$ cat src/rtl/svm_axis_pkg.sv
// rtl/svm_axis_pkg.sv - shared widths, FSM states and FIFO beat record for the sample unpacker
package svm_axis_pkg;

    localparam int WIDTH                = 16;
    localparam int C_S_AXIS_TDATA_WIDTH = 2 * WIDTH;
    localparam int LEN_W                = 16;

    typedef enum logic [1:0] {
        IDLE  = 2'd0,
        RUN   = 2'd1,
        FLUSH = 2'd2
    } unpk_state_e;

    typedef struct packed {
        logic [C_S_AXIS_TDATA_WIDTH-1:0] data;
        logic                            hi_ok;
        logic                            last;
    } axis_beat_t;

endpackage

$ cat src/rtl/svm_axis_sample_unpacker_if.sv
// rtl/svm_axis_sample_unpacker_if.sv - beat stream in, sample stream out
interface svm_axis_sample_unpacker_if;
    import svm_axis_pkg::*;

    logic [C_S_AXIS_TDATA_WIDTH-1:0]   s_axis_tdata;
    logic [C_S_AXIS_TDATA_WIDTH/8-1:0] s_axis_tstrb;
    logic                              s_axis_tlast;
    logic                              s_axis_tvalid;
    logic                              s_axis_tready;
    logic [WIDTH-1:0]                  smp_data;
    logic                              smp_valid;
    logic                              smp_ready;
    logic                              smp_last;

    modport slave (
        input  s_axis_tdata, s_axis_tstrb, s_axis_tlast, s_axis_tvalid, smp_ready,
        output s_axis_tready, smp_data, smp_valid, smp_last
    );

    modport master (
        output s_axis_tdata, s_axis_tstrb, s_axis_tlast, s_axis_tvalid, smp_ready,
        input  s_axis_tready, smp_data, smp_valid, smp_last
    );

endinterface

$ cat src/rtl/svm_axis_beat_fifo.sv
// rtl/svm_axis_beat_fifo.sv - synchronous beat FIFO with flush, head read straight from storage
module svm_axis_beat_fifo
    import svm_axis_pkg::*;
#(
    parameter int DEPTH = 4
) (
    input  logic       clk,
    input  logic       rst_n,
    input  logic       push,
    input  logic       pop,
    input  logic       flush,
    input  axis_beat_t wdata,
    output logic       full,
    output logic       empty,
    output axis_beat_t head
);

    localparam int AW = $clog2(DEPTH);

    axis_beat_t    mem [DEPTH];
    logic [AW:0]   wr_ptr;
    logic [AW:0]   rd_ptr;
    logic          do_push;
    logic          do_pop;

    // Extra pointer bit distinguishes full from empty when the indices match.
    assign empty   = (wr_ptr == rd_ptr);
    assign full    = ((wr_ptr ^ rd_ptr) == {1'b1, {AW{1'b0}}});
    assign head    = mem[rd_ptr[AW-1:0]];
    assign do_push = push && !full && !flush;
    assign do_pop  = pop && !empty && !flush;

    always_ff @(posedge clk or negedge rst_n) begin
        if (!rst_n) begin
            wr_ptr <= '0;
            rd_ptr <= '0;
        end else if (flush) begin
            wr_ptr <= '0;
            rd_ptr <= '0;
        end else begin
            if (do_push) wr_ptr <= wr_ptr + (AW+1)'(1);
            if (do_pop)  rd_ptr <= rd_ptr + (AW+1)'(1);
        end
    end

    always_ff @(posedge clk) begin
        if (do_push) mem[wr_ptr[AW-1:0]] <= wdata;
    end

endmodule

$ cat src/rtl/svm_axis_sample_unpacker.sv
// rtl/svm_axis_sample_unpacker.sv - splits 32-bit stream beats into 16-bit samples and polices vector length
module svm_axis_sample_unpacker
    import svm_axis_pkg::*;
#(
    parameter int FIFO_DEPTH = 4
) (
    input  logic                      s_axis_aclk,
    input  logic                      s_axis_aresetn,
    svm_axis_sample_unpacker_if.slave axis,
    input  logic                      start,
    input  logic [LEN_W-1:0]          num_samples,
    output logic                      busy,
    output logic                      done,
    output logic                      len_err
);

    unpk_state_e      state;
    logic [LEN_W-1:0] exp_cnt;
    logic [LEN_W-1:0] smp_cnt;
    logic             sel;
    logic             tlast_seen;

    axis_beat_t       push_beat;
    axis_beat_t       head;
    logic             fifo_full;
    logic             fifo_empty;
    logic             push;
    logic             pop;
    logic             flush;

    logic             beat_acc;
    logic             smp_hs;
    logic             final_half;
    logic             cnt_hit;
    logic             tlast_acc;
    logic             end_hs;
    logic             clean_end;

    assign axis.s_axis_tready = (state == RUN && !fifo_full) || (state == FLUSH);
    assign beat_acc           = axis.s_axis_tvalid && axis.s_axis_tready;
    assign push               = beat_acc && (state == RUN);

    // Only the upper strobe pair matters; the low half is always delivered.
    assign push_beat.data  = axis.s_axis_tdata;
    assign push_beat.hi_ok = ((axis.s_axis_tstrb | 4'b0011) == 4'b1111);
    assign push_beat.last  = axis.s_axis_tlast;

    assign axis.smp_valid = (state == RUN) && !fifo_empty;
    assign smp_hs         = axis.smp_valid && axis.smp_ready;
    assign final_half     = head.last && (sel || !head.hi_ok);
    assign cnt_hit        = (smp_cnt == exp_cnt - LEN_W'(1));
    assign axis.smp_last  = axis.smp_valid && (cnt_hit || final_half);
    assign axis.smp_data  = !axis.smp_valid ? '0 :
                            sel ? head.data[2*WIDTH-1:WIDTH] : head.data[WIDTH-1:0];

    assign end_hs    = smp_hs && axis.smp_last;
    assign clean_end = cnt_hit && final_half;
    // A tlast beat arriving on the same edge as a long-stream end still counts as seen.
    assign tlast_acc = tlast_seen || (push && axis.s_axis_tlast);
    assign pop       = smp_hs && (sel || !head.hi_ok);
    assign flush     = end_hs && !clean_end;
    assign busy      = (state != IDLE);

    svm_axis_beat_fifo #(
        .DEPTH (FIFO_DEPTH)
    ) u_fifo (
        .clk   (s_axis_aclk),
        .rst_n (s_axis_aresetn),
        .push  (push),
        .pop   (pop),
        .flush (flush),
        .wdata (push_beat),
        .full  (fifo_full),
        .empty (fifo_empty),
        .head  (head)
    );

    always_ff @(posedge s_axis_aclk or negedge s_axis_aresetn) begin
        if (!s_axis_aresetn) begin
            state      <= IDLE;
            exp_cnt    <= '0;
            smp_cnt    <= '0;
            sel        <= 1'b0;
            tlast_seen <= 1'b0;
            done       <= 1'b0;
            len_err    <= 1'b0;
        end else begin
            done <= 1'b0;
            case (state)
                IDLE: begin
                    if (start) begin
                        len_err    <= 1'b0;
                        smp_cnt    <= '0;
                        sel        <= 1'b0;
                        tlast_seen <= 1'b0;
                        exp_cnt    <= num_samples;
                        if (num_samples == '0) done  <= 1'b1;
                        else                   state <= RUN;
                    end
                end
                RUN: begin
                    if (push && axis.s_axis_tlast) tlast_seen <= 1'b1;
                    if (smp_hs) begin
                        smp_cnt <= smp_cnt + LEN_W'(1);
                        sel     <= !sel && head.hi_ok;
                    end
                    if (end_hs) begin
                        sel <= 1'b0;
                        if (!clean_end) len_err <= 1'b1;
                        // Long stream with its tlast still upstream: drain until it passes.
                        if (!clean_end && cnt_hit && !tlast_acc) begin
                            state <= FLUSH;
                        end else begin
                            state <= IDLE;
                            done  <= 1'b1;
                        end
                    end
                end
                FLUSH: begin
                    if (beat_acc && axis.s_axis_tlast) begin
                        state <= IDLE;
                        done  <= 1'b1;
                    end
                end
                default: state <= IDLE;
            endcase
        end
    end

endmodule
$ cat src/flat_wrapper.sv
// flat-port wrapper written by rule: the top's interface ports become plain ports
module svm_axis_sample_unpacker_flat import svm_axis_pkg::*;
#(
    parameter int FIFO_DEPTH = 4
)
  (s_axis_aclk, s_axis_aresetn, start, num_samples, busy, done, len_err, axis_s_axis_tdata, axis_s_axis_tstrb, axis_s_axis_tlast, axis_s_axis_tvalid, axis_smp_ready, axis_s_axis_tready, axis_smp_data, axis_smp_valid, axis_smp_last);
  svm_axis_sample_unpacker_if axis_i ();
  input  logic s_axis_aclk;
  input  logic s_axis_aresetn;
  input  logic start;
  input  logic [LEN_W-1:0] num_samples;
  output logic busy;
  output logic done;
  output logic len_err;
  input wire logic [$bits(axis_i.s_axis_tdata)-1:0] axis_s_axis_tdata;
  input wire logic [$bits(axis_i.s_axis_tstrb)-1:0] axis_s_axis_tstrb;
  input wire logic [$bits(axis_i.s_axis_tlast)-1:0] axis_s_axis_tlast;
  input wire logic [$bits(axis_i.s_axis_tvalid)-1:0] axis_s_axis_tvalid;
  input wire logic [$bits(axis_i.smp_ready)-1:0] axis_smp_ready;
  output wire logic [$bits(axis_i.s_axis_tready)-1:0] axis_s_axis_tready;
  output wire logic [$bits(axis_i.smp_data)-1:0] axis_smp_data;
  output wire logic [$bits(axis_i.smp_valid)-1:0] axis_smp_valid;
  output wire logic [$bits(axis_i.smp_last)-1:0] axis_smp_last;
  assign axis_i.s_axis_tdata = axis_s_axis_tdata;
  assign axis_i.s_axis_tstrb = axis_s_axis_tstrb;
  assign axis_i.s_axis_tlast = axis_s_axis_tlast;
  assign axis_i.s_axis_tvalid = axis_s_axis_tvalid;
  assign axis_i.smp_ready = axis_smp_ready;
  assign axis_s_axis_tready = axis_i.s_axis_tready;
  assign axis_smp_data = axis_i.smp_data;
  assign axis_smp_valid = axis_i.smp_valid;
  assign axis_smp_last = axis_i.smp_last;
  svm_axis_sample_unpacker #(.FIFO_DEPTH(FIFO_DEPTH)) u_core (.s_axis_aclk(s_axis_aclk), .s_axis_aresetn(s_axis_aresetn), .axis(axis_i), .start(start), .num_samples(num_samples), .busy(busy), .done(done), .len_err(len_err));
endmodule
$ cat config.mk
export PLATFORM = sky130hd
export DESIGN_NAME = svm_axis_sample_unpacker_flat
export DESIGN_NICKNAME = d
export VERILOG_FILES = /design/src/rtl/svm_axis_pkg.sv /design/src/rtl/svm_axis_sample_unpacker_if.sv /design/src/rtl/svm_axis_beat_fifo.sv /design/src/rtl/svm_axis_sample_unpacker.sv /design/src/flat_wrapper.sv
export SDC_FILE = /design/constraint.sdc
export NUM_CORES = 1
export LEC_CHECK = 0
export BUFFER_PORTS_ARGS = -buffer_cell sky130_fd_sc_hd__buf_2
export CORE_UTILIZATION = 30
export CTS_CLUSTER_DIAMETER = 60
export DETAILED_ROUTE_END_ITERATION = 8
export GPL_TIMING_DRIVEN = 0
export MAX_ROUTING_LAYER = met4
export PLACE_DENSITY = 0.47
export SYNTH_ARGS = -nofsm -noshare
export SYNTH_HDL_FRONTEND = slang
export SYNTH_SLANG_ARGS = --single-unit
$ cat constraint.sdc
create_clock -name s_axis_aclk -period 4.9 [get_ports s_axis_aclk]
set_input_delay 0.98 -clock s_axis_aclk [delete_from_list [all_inputs] [get_ports s_axis_aclk]]
set_output_delay 0.98 -clock s_axis_aclk [all_outputs]
set_load 0.03 [all_outputs]
==> metrics.md <==
| Metric | Value |
|---|---|
| Status | `complete, no violations` |
| Nets | `roughly 690` |
| Seq pwr share | `0.372` |
| Worst Clk Skew | `between 15 and 20 ps` |
| Fin crit share | `0.874` |
| Count of input and output buffers | `just under 80` |
| Antenna Nets Post-Route | `0` |
| Cell count after placement | `about 940` |
| Crit path cell chain | `inv_1, ha_1, nor4b_4, nand4_1, xnor2_1, o211ai_1, nor4_1, nand3_1, a21oi_1, buf_2` |
| Final worst path period need | `4280 ps` |
| Layout area overhead | `19.5%` |
| Ys Warns | `0` |
| Post-synth top flop | `edfxtp_1` |
| Starting density of the core | `0.305` |
| DRT iter0 DRCs | `192` |
| Pleak | `between 3 and 4 nW` |
| Die height | `~160 um` |
| WP buf/inv | `2` |
| Post-CTS Hold Fix Bufs | `0` |
| Routed wire length per instance | `about 19 um` |
| Fill count | `approximately 2,500` |
| Switching power share of the total | `0.392` |
| Max Buffers Root-to-Sink | `2` |
| Top delay family on crit path | `simple AND/OR/NAND/NOR gates` |
| Worst skew pair latency | `440 ps` |
| First-pass GRT wire length | `27,600 um` |
| Initial antenna violation count | `0` |
| Async SR Flop Fraction | `0.244` |
| Max-Cap Viols | `0` |
| CTS resizes | `0` |
| Largest fanout on the critical path | `7` |
| Clock transition at path regs | `about 80 ps` |
| FF+latch count, synth | `180` |
| Setup Crit Path Kind | `reg -> out` |
| Final HPWL DP | `12,100 um` |
| Total track usage | `0.145` |
| Least-Margin Pin Slew | `~1100 ps` |
| Max frequency | `roughly 0.23 GHz` |
| EDFF count, synth | `around 140` |
| CTS H-tree depth | `4` |
| CP max stage cell | `nor4b_4` |
| Drt total wl | `between 15,000 and 20,000 um` |
| Logic pwr share | `0.388` |
| Slew Viols, Final | `0` |
| Switch Pwr | `roughly 2.3 mW` |
| Hold Violations, Final | `0` |
| Die area | `27,100 um2` |
| Final instance area | `9470 um2` |
| Startpoint Class | `flop` |
| Clock share of power | `0.240` |
| Critical path required time | `~3900 ps` |
| Vias in the first global route | `4,885` |
| Int Power | `roughly 3.6 mW` |
| Yosys cell types | `just under 50` |
| Synthesized Nets | `592` |
| GR Overflow Total | `0` |
| Die Width | `roughly 160 um` |
| Max incr delay on CP | `approximately 440 ps` |
| Post-CTS Setup Repair Bufs | `0` |
| Inserted Clock Buffers | `17` |
| Core Region | `between 20,000 and 30,000 um2` |
| Rel. slew slack | `0.297` |
| Cell Pwr Density | `about 620 nW/um2` |
| Sequential fraction of the synthesis area | `0.654` |
| Avg Cell Area, Syn | `roughly 15 um2` |
| Sequential Area | `between 5000 and 6000 um2` |
| Sink Count | `between 150 and 200` |
| Endpoints failing setup | `0` |
| RSZ-0062 raised after global routing | `no` |
| Post-Synthesis Cells | `between 500 and 600` |
| Largest net degree at the start of global routing | `45` |
| Hold Crit Class | `reg -> reg` |
| Crit path DAT | `between 3000 and 4000 ps` |
| DP Area | `8850 um2` |
| Synthesized area | `between 7000 and 8000 um2` |
| Final non-filler cell total | `between 900 and 1,000` |
| Post-DR vias/cell | `~4.8` |
| Ports | `80` |
| Area occupied by multi-input gates | `between 2000 and 3000 um2` |
| Antenna Cells | `0` |
| Worst vdd ir | `around 0.0003 V` |
| Share of layout cells above drive strength 1 | `0.272` |
| DRC violations left | `0` |
| CP endpoint kind | `output pin` |
| Site row count | `59` |
| Routed vias | `4,726` |
| Gpl congestion | `about 0.83` |
| TritonCTS clock tree | `yes` |
| Root buf cell | `clkbuf_16` |
| DR pass1 iterations | `5` |
## Yosys cell counts, drive strengths merged (2+ instances only)
master	count	area [um2]
edfxtp	136	4080
nor2	55	223
dfrtp	44	1100
nand2	35	131
mux4	33	743
mux2i	23	243
o21ai	17	85.1
xnor2	17	149
a21oi	15	75.1
xor2	15	131
inv	13	48.8
buf	12	63.8
mux2	12	135
clkbuf	10	37.5
nand4	8	50.1
nor3	8	45.0
nor4	8	56.3
ha	7	87.6
nand3	5	30.0
nor2b	5	31.3
or3	5	31.3
a31oi	4	25.0
and2	4	25.0
and3	4	25.0
nand4b	4	35.0
a21o	3	22.5
nand2b	3	18.8
o2111ai	3	26.3
o211ai	3	22.5
a211o	2	17.5
a211oi	2	15.0
nand3b	2	15.0
## flip-flops by register name, summed over array words and instances, names as in the netlist
signal	flops
u_core.done	1
u_core.exp_cnt	16
u_core.len_err	1
u_core.sel	1
u_core.smp_cnt	16
u_core.state	2
u_core.tlast_seen	1
u_core.u_fifo.mem	136
u_core.u_fifo.rd_ptr	3
u_core.u_fifo.wr_ptr	3
## path summary, 6_finish.rpt
path / from / cells after the start / endpoint / slack (ps)
max: u_core.exp_cnt[0]$_DFFE_PN0P_ / 10 / axis_smp_last / 620
min: u_core.len_err$_DFFE_PN0P_ / 1 / u_core.len_err$_DFFE_PN0P_ / 480
max reg2reg: u_core.exp_cnt[0]$_DFFE_PN0P_ / 11 / u_core.u_fifo.mem[3][22]$_DFFE_PP_ / 1370
min reg2reg: u_core.len_err$_DFFE_PN0P_ / 1 / u_core.len_err$_DFFE_PN0P_ / 480
max in group asynchronous: s_axis_aresetn / 1 / u_core.tlast_seen$_DFFE_PN0P_ / 3510
min in group asynchronous: s_axis_aresetn / 1 / u_core.exp_cnt[4]$_DFFE_PN0P_ / 730
## power by group through the flow
stage,Sequential [mW],Combinational [mW],Clock (mW)
6_report,2.19,2.29,1.42
2_1_floorplan,2.20,1.62,0
3_3_place_gp,2.24,2.23,0
5_1_grt,2.23,2.50,1.50
4_1_cts,2.20,2.33,1.45
3_5_place_dp,2.23,2.32,0
## through the flow
stage          setup slack [ps]  setup TNS, ps  utilization  hold WS (ps)  power [mW]
6_report                    616              0        0.365           479        5.90
4_1_cts                     661              0        0.365           486        5.98
3_3_place_gp               -667         -87790        0.336           464        4.47
2_1_floorplan              1000              0            -           472        3.82
5_1_grt                     347              0        0.365           516        6.23
3_5_place_dp               1140              0        0.341           469        4.55
## cell families after synthesis
family	synth area share
flops	0.654
simple gates	0.0969
mux	0.141
compound gates	0.0425
buf+inv	0.0189
xor+xnor	0.0353
fa+ha+maj	0.0110
## layer usage
layer | share of wire | GRT usage | vias up
met1 | 0.43 | 0.166 | 2399
met4 | 0.013 | 0.0417 | 0
li1 | - | - | 2199
met2 | 0.52 | 0.254 | 111
met5 | 0 | - | -
met3 | 0.040 | 0.0311 | 17
## worst reg2reg max path: cells and delay by family (launching register included)
family,cells,cell delay (ps)
adder cells (fa/ha/maj),1,230
multiplexers,2,500
flip-flops,1,420
AO/OA/AOI/OAI,2,310
buffers and inverters,2,350
AND/OR/NAND/NOR,4,1420
## area by class of cell
cell class              count  area share
plain buffers              22      0.0107
clock buffers              17      0.0449
clock inverters            15      0.0207
inverters                  13     0.00515
multi-input cells         312       0.277
flip-flops and latches    180       0.547
well taps                 335      0.0442
repair buffers             81      0.0499
## cell usage in the layout (no fill, tap or decap), types with 5 or more instances in the layout
cell         n
a21oi_1     15
buf_1        9
buf_2       77
clkbuf_1    10
clkbuf_16   17
dfrtp_1     44
edfxtp_1   136
ha_1         7
inv_1       13
mux2_2      12
mux2i_1     22
mux4_2      33
nand2_1     35
nand4_1      8
nor2_1      50
nor2b_1      5
nor3_1       7
nor4_1       7
o21ai_0     17
or3_1        5
xnor2_1     17
xor2_1      15
Note: power is estimated with default switching activity, not from simulation.
